$ cat config.mk
export PLATFORM = sky130hd
export DESIGN_NAME = lfsr_gen
export DESIGN_NICKNAME = d
export VERILOG_FILES = /design/src/rtl/lfsr_pkg.sv /design/src/rtl/lfsr_next.sv /design/src/rtl/lfsr_gen.sv
export SDC_FILE = /design/constraint.sdc
export NUM_CORES = 1
export LEC_CHECK = 0
export CAP_MARGIN = 20
export CORE_MARGIN = 2
export CORE_UTILIZATION = 40
export CTS_CLUSTER_SIZE = 8
export DETAILED_ROUTE_END_ITERATION = 10
export PLACE_DENSITY = 0.66
export SYNTH_ARGS = -nofsm -noshare
export SYNTH_HDL_FRONTEND = slang
export SYNTH_SLANG_ARGS = --single-unit
$ cat constraint.sdc
create_clock -name clk -period 2.5 [get_ports clk]
set_input_delay 0.5 -clock clk [delete_from_list [all_inputs] [get_ports clk]]
set_output_delay 0.5 -clock clk [all_outputs]
set_load 0.02 [all_outputs]
$ cat src/rtl/lfsr_pkg.sv
// rtl/lfsr_pkg.sv - LFSR topology encodings and default maximal-length tap masks.
package lfsr_pkg;

    localparam int LFSR_FIB = 0;
    localparam int LFSR_GAL = 1;

    // Mask bit i set means stage i feeds the XOR; each entry gives a maximal sequence.
    function automatic logic [31:0] lfsr_default_taps(input int width);
        logic [31:0] taps;
        case (width)
            3:       taps = 32'h0000_0006;
            4:       taps = 32'h0000_000C;
            5:       taps = 32'h0000_0014;
            6:       taps = 32'h0000_0030;
            7:       taps = 32'h0000_0060;
            8:       taps = 32'h0000_00B8;
            9:       taps = 32'h0000_0110;
            10:      taps = 32'h0000_0240;
            11:      taps = 32'h0000_0500;
            12:      taps = 32'h0000_0829;
            13:      taps = 32'h0000_100D;
            14:      taps = 32'h0000_2015;
            15:      taps = 32'h0000_6000;
            16:      taps = 32'h0000_D008;
            17:      taps = 32'h0001_2000;
            18:      taps = 32'h0002_0400;
            19:      taps = 32'h0004_0023;
            20:      taps = 32'h0009_0000;
            21:      taps = 32'h0014_0000;
            22:      taps = 32'h0030_0000;
            23:      taps = 32'h0042_0000;
            24:      taps = 32'h00E1_0000;
            25:      taps = 32'h0120_0000;
            26:      taps = 32'h0200_0023;
            27:      taps = 32'h0400_0013;
            28:      taps = 32'h0900_0000;
            29:      taps = 32'h1400_0000;
            30:      taps = 32'h2000_0029;
            31:      taps = 32'h4800_0000;
            32:      taps = 32'h8020_0003;
            default: taps = 32'h0000_00B8;
        endcase
        return taps;
    endfunction

endpackage

$ cat src/rtl/lfsr_next.sv
// rtl/lfsr_next.sv - Combinational one-step LFSR advance, Fibonacci or Galois.
module lfsr_next
    import lfsr_pkg::*;
#(
    parameter int               WIDTH = 8,
    parameter logic [WIDTH-1:0] TAPS  = WIDTH'(8'hB8),
    parameter int               MODE  = LFSR_FIB
) (
    input  logic [WIDTH-1:0] q,
    output logic [WIDTH-1:0] q_nxt
);

    generate
        if (MODE == LFSR_GAL) begin : g_galois
            assign q_nxt = (q >> 1) ^ (q[0] ? TAPS : '0);
        end else begin : g_fibonacci
            assign q_nxt = {q[WIDTH-2:0], ^(q & TAPS)};
        end
    endgenerate

endmodule

$ cat src/rtl/lfsr_gen.sv
// rtl/lfsr_gen.sv - LFSR generator with load, all-zero lockup recovery and period tracking.
module lfsr_gen
    import lfsr_pkg::*;
#(
    parameter int               WIDTH = 8,
    parameter logic [WIDTH-1:0] TAPS  = WIDTH'(lfsr_default_taps(WIDTH)),
    parameter logic [WIDTH-1:0] SEED  = WIDTH'(1),
    parameter int               MODE  = LFSR_FIB
) (
    input  logic             clk,
    input  logic             rst_n,
    input  logic             en,
    input  logic             load,
    input  logic [WIDTH-1:0] seed_in,
    output logic [WIDTH-1:0] q,
    output logic             bit_out,
    output logic             wrap,
    output logic [WIDTH-1:0] period,
    output logic             lockup
);

    logic [WIDTH-1:0] q_q, q_d;
    logic [WIDTH-1:0] start_q, start_d;
    logic [WIDTH-1:0] count_q, count_d;
    logic [WIDTH-1:0] period_q, period_d;
    logic             wrap_q, wrap_d;
    logic             lockup_q, lockup_d;
    logic [WIDTH-1:0] q_nxt;
    logic [WIDTH-1:0] count_inc;

    lfsr_next #(
        .WIDTH (WIDTH),
        .TAPS  (TAPS),
        .MODE  (MODE)
    ) u_next (
        .q     (q_q),
        .q_nxt (q_nxt)
    );

    // Count wraps modulo 2^WIDTH, so a maximal run reports 2^WIDTH-1.
    assign count_inc = count_q + WIDTH'(1);

    always_comb begin
        q_d      = q_q;
        start_d  = start_q;
        count_d  = count_q;
        period_d = period_q;
        wrap_d   = 1'b0;
        lockup_d = 1'b0;
        if (load) begin
            q_d     = seed_in;
            start_d = seed_in;
            count_d = '0;
        end else if (en && (q_q == '0)) begin
            q_d      = SEED;
            start_d  = SEED;
            count_d  = '0;
            lockup_d = 1'b1;
        end else if (en) begin
            q_d = q_nxt;
            if (q_nxt == start_q) begin
                wrap_d   = 1'b1;
                period_d = count_inc;
                count_d  = '0;
            end else begin
                count_d = count_inc;
            end
        end
    end

    always_ff @(posedge clk or negedge rst_n) begin
        if (!rst_n) begin
            q_q      <= SEED;
            start_q  <= SEED;
            count_q  <= '0;
            period_q <= '0;
            wrap_q   <= 1'b0;
            lockup_q <= 1'b0;
        end else begin
            q_q      <= q_d;
            start_q  <= start_d;
            count_q  <= count_d;
            period_q <= period_d;
            wrap_q   <= wrap_d;
            lockup_q <= lockup_d;
        end
    end

    assign q       = q_q;
    assign bit_out = (MODE == LFSR_GAL) ? q_q[0] : q_q[WIDTH-1];
    assign wrap    = wrap_q;
    assign period  = period_q;
    assign lockup  = lockup_q;

endmodule
==> metrics.cfg <==
[clocking]
cts.path.max_buffers=2
clockRootBuffer=clkbuf_8
cts_resized=0
numCtsBuffers=5
insertion_delay_ns=0.28
clock_sinks=34
htree_levels=2
clkTransAtPathRegs_ns=0.06
cts_setup_buffers=0
ctsHoldBuffers=0
cts_tree=done

[flow_run]
max_cap_violations=0

[placement]
io_buffers=30
dp_hpwl_um=2320
place.gp.congestion=0.834
place_ws_ns=0.280

[synth]
yosysUniqueCellTypes=37
yosys_warnings=0
synthFlopType=dfrtp_1
synthArstFlopShare_pct=100
ys_seq_elements=34
ys_seq_area_share_pct=53.7
synth_edf_count=0
syn-num-nets=162
syn_inst=148
avgSynthCellArea_sq_um=10.7
syn-cell-area_sq_um=1590

[critical_path]
cp_max_fo=8
worstSetupPathType=reg2reg
r2r_setup_slack_ns=0.29
start_kind=flip-flop
critPathLaunch=q[4]
arrival_ns=2.39
endpoint_kind=flip-flop
critPathRequiredTime_ns=2.67
r2r_start=q[4]

[grt]
grt_pass1_vias=1201
grt_usage_pct=16.4
antenna_found_initial=0
grt_pass1_wl_um=5450
grt-ovfl-total=0
grt_max_degree=35

[routing]
wire_per_inst_um=13.3
ant_nets=0
drc=0
firstDrtPassIters=4
wl_um=3160
vias=1186
routed_via_density=5.00
drt_iter0_drc=50

[power_and_ir_drop]
irDropWorstVdd_v=0.000368
power.total_mw=1.40
powerDensity_nw_per_um2=679
power_leakage_nw=0.923

[timing]
finalMaxSlewViolations=0
timing.fmax_ghz=0.452
whs_ns=0.489
max_slew.worst_pin.slew_ns=0.534
slew_headroom_pct=64.2
tns_ns=0
period_share_pct=88.5
worst_slack_ns=0.287
finalSetupViolations=0
fin_crit_ns=2.21
final.setup_skew_ns=0.00782
rsz0062_at_grt=false
hold_violations=0

[cells_and_area]
num_antenna_cells=0
area_growth_pct=29.6
nets=202
utilization_pct=54.9
layout-drive-gt1-share_pct=12.7
fillCellCount=329

[die]
coreArea_sq_um=3740
die_x_um=67.0
core.rowCount=22
fp.dieArea_sq_um=4490
initial_core_util_pct=42.4
ioPinCount=31
die-height_um=67.0

[outcome]
outcome=complete, no violations

[hold_path]
hp-class=reg2reg
min_from=start_q[0]

-- routing by layer --
metal,vias up,share of wire [%],global-route usage [%]
met1,569,47,20.4
met2,22,48,26.4
met4,0,2.4,9.69
met3,7,2.9,3.04
met5,-,0,0
li1,588,-,-
-- through the flow --
step / cells / instance area [sq um]
after floorplan: 148 / 1590
after global placement: 229 / 1980
after detailed placement: 229 / 1980
after CTS: 237 / 2060
after global routing: 237 / 2060
final: 237 / 2060
-- cell type report --
class | instances | area, sq um | area share (%)
inverter | 8 | 30.0 | 1.46
tap | 48 | 60.1 | 2.92
timing repair buffer | 38 | 360 | 17.5
multi-input combinational | 101 | 673 | 32.7
sequential | 34 | 853 | 41.5
clock buffer | 8 | 80.1 | 3.89
-- Yosys cell counts (all sizes together) (3+ instances only) --
library cell / count / area [sq um]
dfrtp: 32 / 801
a31oi: 3 / 25.0
mux2i: 6 / 60.1
nand2: 24 / 90.1
nand3: 5 / 25.0
buf: 3 / 23.8
o21ai: 11 / 55.1
inv: 8 / 30.0
a21oi: 6 / 41.3
xnor2: 10 / 95.1
nand2b: 3 / 18.8
nor2: 11 / 41.3
-- flip-flops by register name, indices dropped and copies added, names as in the netlist --
name     cells
lockup       1
period       8
wrap         1
count_q      8
start_q      8
q            8
-- worst max-delay path, cell delays in order, from the launching register on --
cell,delay [ns]
dfrtp_1,0.43
inv_1,0.07
ha_1,0.28
xnor3_2,0.44
xnor2_2,0.17
o31ai_2,0.46
a21oi_1,0.08
a21o_1,0.18
-- power by group --
group          internal (mW)  leakage, nW  switching, mW
registers              0.611        0.429         0.0506
clock network          0.198       0.0395          0.184
logic                  0.179        0.454          0.173
-- cell families after synthesis --
logic type | synth area share (%)
and+or+nand+nor | 14.4
adders and majority gates | 1.58
buffers and inverters | 3.86
DFF | 53.7
muxes | 4.49
AOI/OAI and AO/OA | 13.3
xor gates and xnor gates | 8.59
-- worst paths after layout --
path / end / depth (start not counted)
setup / recovery: count_q[2] / 7
hold / removal: start_q[0] / 2
setup reg to reg: count_q[2] / 7
hold reg to reg: start_q[0] / 2
max in group asynchronous: start_q[0] / 2
min in group asynchronous: count_q[5] / 2
-- cells in the final DEF, fill, tap and decap left out, drive strengths merged --
master,instances
nor4,1
dfrtp,32
a31oi,3
nor3,1
xnor2,10
ha,2
a22oi,1
or2,1
mux2i,6
a221oi,1
a22o,2
o31ai,1
clkbuf,8
a21o,2
dfstp,2
inv,8
xor2,2
nand2b,3
mux2,1
o21ai,11
nor2,11
nand2,24
nand3,5
buf,8
xnor3,1
nand4,1
a41oi,1
and3,1
nor4b,1
a222oi,2
a21oi,6
clkdlybuf4s50,30
(Power assumes the default switching activity.)
==> RTL edit 1 (same flow settings) <==
Reset style: synchronous (`rst_n`), changed in one clocked block.
--- a/src/rtl/lfsr_gen.sv
+++ b/src/rtl/lfsr_gen.sv
@@ -70,3 +70,3 @@
 
-    always_ff @(posedge clk or negedge rst_n) begin
+    always_ff @(posedge clk) begin
         if (!rst_n) begin
Check against the original RTL: differs if rst_n is asserted again (counterexample within 4 cycles, from zero or initial values and one cycle with rst_n low); with rst_n held inactive, the same outputs for 10 cycles.
==> RTL edit 1 against the unedited design <==
- global-route usage increased by 0.13 points
- critical endpoint is now period[4]
- setup slack worse by 0.064 ns
- critical path type unchanged
- via count increased by 17%
- sequential cell count unchanged
- wire length rose by 12%
- utilization fell by 2.6 points
- area after synthesis increased by 3.7%
- design area is 1.2% higher
Power is not compared: it rests on default switching activity, and its combinational part moved more than twofold at a synthesized area within 25%.
==> RTL edit 1: results <==
metrics = {
    "global_route": {
        "grt_pass1_wl_microns": 5685,
        "antenna_found_initial": 0,
        "grt_usage_pct": 16.55,
        "grt_pass1_vias": 1273,
        "grt_max_degree": 22,
    },
    "route": {
        "num_vias": 1386,
        "drt-initial-drc-count": 86,
        "wl_per_cell_microns": 13.18,
        "dr.pass1.iters": 4,
    },
    "clock_tree": {
        "clock_latency_ns": 0.29,
        "clock_path_buffers": 2,
        "cts-buffers-inserted": 5,
        "htreeDepth": 2,
        "post_cts_resized": 0,
        "cts_setup_buffers": 0,
        "root_buffer": "clkbuf_8",
    },
    "power": {
        "peakVddDrop_uv": 256.6,
        "p_sw_share_pct": 25.46,
        "p_leak_nw": 0.7780,
    },
    "layout": {
        "n_antenna_cell": 0,
        "finalNetCount": 231,
        "fillers": 384,
        "drive_gt1_share_pct": 7.339,
    },
    "yosys": {
        "post-synth-top-count-cell": "dfxtp_1",
        "synth.distinct_cells": 36,
        "async_reset_ff_share_pct": 0,
        "synth_common_cells": "dfxtp_1 (34), nand2_1 (30), o21ai_0 (14)",
        "synth.area.top_cells": "dfxtp_1 (41%), nand2_1 (6.8%), mux2i_1 (6.7%)",
        "synth_edf_count": 0,
        "ys_warn_count": 0,
        "ys_seq_area_share_pct": 41.34,
        "syn-num-nets": 199,
    },
    "placed_design": {
        "place_ws_ns": 0.2540,
        "finalWeightedCongestion": 0.7411,
        "placed_cell_area_sq_um": 1989,
        "dp_hpwl_microns": 2460,
        "port_buffers": 30,
    },
    "setup_path": {
        "crit_path_max_incr_delay_ns": 0.44,
        "cp_max_fo": 12,
        "slowest_stage": "or3_4",
    },
    "sta": {
        "skew_ns": 0.006561,
        "tightest_slew_ns": 0.4200,
    },
    "outcome": {
        "status": "completed",
    },
}
==> RTL edit 1: cell types whose count changed in the layout (fill, tap and decap cells not counted), sizes merged, moves of 6 or more <==
cell   unedited run  this run
nand2            24        30
nor2b             0         9
nor2             11         5
dfrtp            32         0
and2              0         8
dfxtp             0        34
==> RTL edit 1: area by class of cell <==
| cell class | count | area (sq um) | share of cell area, % |
|---|---|---|---|
| multi-input combinational | 137 | 889.6 | 42.75 |
| sequential | 34 | 680.7 | 32.71 |
| timing repair buffer | 36 | 345.3 | 16.60 |
| clock buffer | 7 | 86.33 | 4.149 |
| tap | 50 | 62.56 | 3.007 |
| inverter | 3 | 11.26 | 0.5412 |
| clock inverter | 1 | 5.005 | 0.2405 |
==> RTL edit 1: routing by layer <==
layer	GRT usage [%]	part of all wire [%]	routed length, microns	vias to the layer above
met3	3.947	5.0	177	7
met1	19.31	48	1681	646
met2	28.52	45	1601	32
met4	7.500	2.1	73	0
li1	-	-	-	701
met5	0	0	0	-
==> RTL edit 1: worst paths after layout <==
path                                start         to  slack, ns  cells past startpoint
worst max-delay path                 q[5]  period[4]       0.22                      7
worst min-delay path            period[0]  period[0]       0.46                      2
worst max register to register       q[5]  period[4]       0.22                      7
worst min register to register  period[0]  period[0]       0.46                      2
==> RTL edit 1: power groups by stage <==
stage / Combinational, mW / Sequential (mW) / Clock (mW)
2_1_floorplan: 0.0938 / 0.598 / 0
3_3_place_gp: 0.162 / 0.591 / 0
3_5_place_dp: 0.161 / 0.591 / 0
4_1_cts: 0.162 / 0.579 / 0.437
5_1_grt: 0.175 / 0.581 / 0.454
6_report: 0.160 / 0.579 / 0.421
==> RTL edit 1: kinds of logic after synthesis <==
group                    after synthesis  share of synthesized area (%)
flip-flops                            34                          41.34
adder cells (fa/ha/maj)                2                          1.520
AND/OR/NAND/NOR                       76                          24.62
multiplexers                          11                          6.687
buffers and inverters                 14                          4.634
XOR/XNOR                              12                          7.675
AO/OA/AOI/OAI                         36                          13.53
==> RTL edit 1: through the flow <==
stage	hold slack (ns)	std cells
2_1_floorplan	0.4536	185
3_3_place_gp	0.4454	260
3_5_place_dp	0.4503	260
4_1_cts	0.4636	268
5_1_grt	0.4764	268
6_report	0.4587	268
==> RTL edit 1: critical path, delay by kind of cell, from the launching register on <==
family | cells | cell delay (ns)
AO/OA/AOI/OAI | 1 | 0.13
XOR/XNOR | 2 | 0.42
adder cells (fa/ha/maj) | 1 | 0.31
buffers and inverters | 1 | 0.07
flip-flops | 1 | 0.43
AND/OR/NAND/NOR | 2 | 0.81
==> RTL edit 2 (config.mk and constraints unchanged) <==
Without the edit above. Put one more register stage on the output `period`, with the module's reset. The value now appears one clock later. The other outputs are not delayed to match.
--- a/src/rtl/lfsr_gen.sv
+++ b/src/rtl/lfsr_gen.sv
@@ -91,3 +91,9 @@
     assign wrap    = wrap_q;
-    assign period  = period_q;
+    always_ff @(posedge clk or negedge rst_n) begin
+        if (!rst_n) begin
+            period <= '0;
+        end else begin
+            period <= period_q;
+        end
+    end
     assign lockup  = lockup_q;
Formal check against the unedited RTL: same outputs for any inputs over 10 cycles, from zero or initial values and one cycle with rst_n low; that may be too few to reach the edited logic, so the function may still have changed.
==> RTL edit 2 against the unedited design <==
- critical path depth unchanged
- global-route usage down 1.1 points
- cell count up 2.1%
- non-clock buffer count unchanged
- area after synthesis up 15%
- setup slack worse by 0.12 ns
- design area up 11%
- critical path type unchanged
- sequential cell count up 8
- critical endpoint is now period_q[3]
- sequential share of layout area up 4.5 points
- wire length up 11%
- total power up 3.3%
- via count up 4.6%
==> RTL edit 2: results <==
metrics = {
    "outcome": {
        "status": "completed",
    },
    "clock_tree": {
        "clk_pin_slew_ns": 0.07,
        "htreeDepth": 2,
        "cts-buffers-inserted": 5,
        "clock_path_buffers": 2,
        "root_buffer": "clkbuf_8",
        "clock_latency_ns": 0.29,
    },
    "yosys": {
        "async_reset_ff_share_pct": 100.0,
        "synth_common_cells": "dfrtp_1 (40), nand2_1 (21), xnor2_1 (10)",
        "ys_warn_count": 0,
        "ys_seq_area_share_pct": 57.91,
        "syn-num-nets": 164,
        "synth.area.top_cells": "dfrtp_1 (55%), mux2_2 (5.0%), xnor2_1 (4.8%)",
        "synth.distinct_cells": 36,
    },
    "sta": {
        "max-slew-margin-rel_pct": 40.38,
        "skew_ns": 0.003003,
    },
    "route": {
        "drt-initial-drc-count": 167,
        "routed_via_density": 5.128,
        "dr.pass1.iters": 4,
        "wl_per_cell_microns": 14.50,
    },
    "layout": {
        "finalNetCount": 203,
        "drive_gt1_share_pct": 17.37,
        "n_antenna_cell": 0,
    },
    "power": {
        "intPower_mw": 1.068,
        "p_leak_nw": 1.114,
        "peakVddDrop_uv": 262.4,
    },
    "hold_path": {
        "hold_path_class": "input port to async pin",
    },
    "placed_design": {
        "finalWeightedCongestion": 0.8355,
        "dp_hpwl_microns": 2472,
        "port_buffers": 30,
    },
    "setup_path": {
        "cp.arrival_ns": 2.51,
        "cp_max_fo": 8,
    },
    "global_route": {
        "grt_usage_pct": 15.32,
        "grt_pass1_vias": 1205,
        "antenna_found_initial": 0,
        "grt_pass1_wl_microns": 5982,
        "grt_max_degree": 43,
    },
}
[RTL edit 2: cell count changes in the layout (fill, tap and decap cells not counted), sizes merged, moves of 3 or more]
cell	unedited run	this run
inv	8	5
dfrtp	32	40
a22o	2	7
a21oi	6	1
nand2	24	21
mux2	1	8
nor2	11	7
nand2b	3	0
o21ai	11	6
[RTL edit 2: per-stage QoR]
step | power, mW | area, sq um | instances | setup WS [ns]
floorplan | 0.9063 | 1819 | 150 | 0.1184
global placement | 1.008 | 2195 | 233 | 0.1743
detailed placement | 1.013 | 2195 | 233 | 0.1250
CTS | 1.456 | 2286 | 241 | 0.08393
global route | 1.518 | 2293 | 242 | 0.06022
finish | 1.441 | 2293 | 242 | 0.1630
[RTL edit 2: area by class of cell]
cell class / instances / area (sq um)
flip-flops and latches: 42 / 1054
multi-input cells: 97 / 709.4
well taps: 52 / 65.06
clock inverters: 1 / 5.005
repair buffers: 38 / 355.3
fillers: 340 / 2061
inverters: 5 / 18.77
clock buffers: 7 / 86.33
[RTL edit 2: final timing paths]
| path | start | end | slack (ns) | depth (start not counted) |
|---|---|---|---|---|
| max in group asynchronous | rst_n | period[2] | 1.61 | 1 |
| max | q[4] | period_q[3] | 0.16 | 7 |
| min reg2reg | period_q[6] | period[6] | 0.38 | 0 |
| min in group clk | period_q[6] | period[6] | 0.38 | 0 |
| min | rst_n | q[2] | 0.33 | 1 |
| max reg2reg | q[4] | period_q[3] | 0.16 | 7 |
[RTL edit 2: layer usage]
metal	part of all wire, %	global-route usage, %	vias up
met1	45	21.51	602
met5	0	0	-
li1	-	-	600
met4	1.6	5.660	0
met2	48	22.63	33
met3	5.1	4.501	6
[RTL edit 2: worst max-delay path: stages (launching register included)]
cell     delay (ns)
dfrtp_1        0.38
inv_1          0.06
ha_1           0.28
xnor3_2        0.42
xnor2_1        0.15
or3_4          0.38
nor2_8         0.19
mux2_2         0.36
[RTL edit 2: repair_timing]
item                                    4_1_cts  5_1_grt
endpoints found under the setup margin        0        6
gates resized for setup                       0        0
setup buffers                                 0        1
[RTL edit 2: logic make-up (layout without fill, tap and decap cells)]
group,after synthesis,in the layout,synth area share (%)
multiplexers,13,13,7.703
XOR/XNOR,14,14,7.565
adder cells (fa/ha/maj),2,2,1.375
AO/OA/AOI/OAI,25,25,10.25
buffers and inverters,11,51,3.095
flip-flops,42,42,57.91
AND/OR/NAND/NOR,43,43,12.11
[RTL edit 2: power by group through the flow]
stage | combinational (mW) | sequential [mW] | clock [mW]
2_1_floorplan | 0.120 | 0.786 | 0
3_3_place_gp | 0.238 | 0.770 | 0
3_5_place_dp | 0.241 | 0.771 | 0
4_1_cts | 0.243 | 0.759 | 0.454
5_1_grt | 0.267 | 0.763 | 0.489
6_report | 0.244 | 0.758 | 0.439
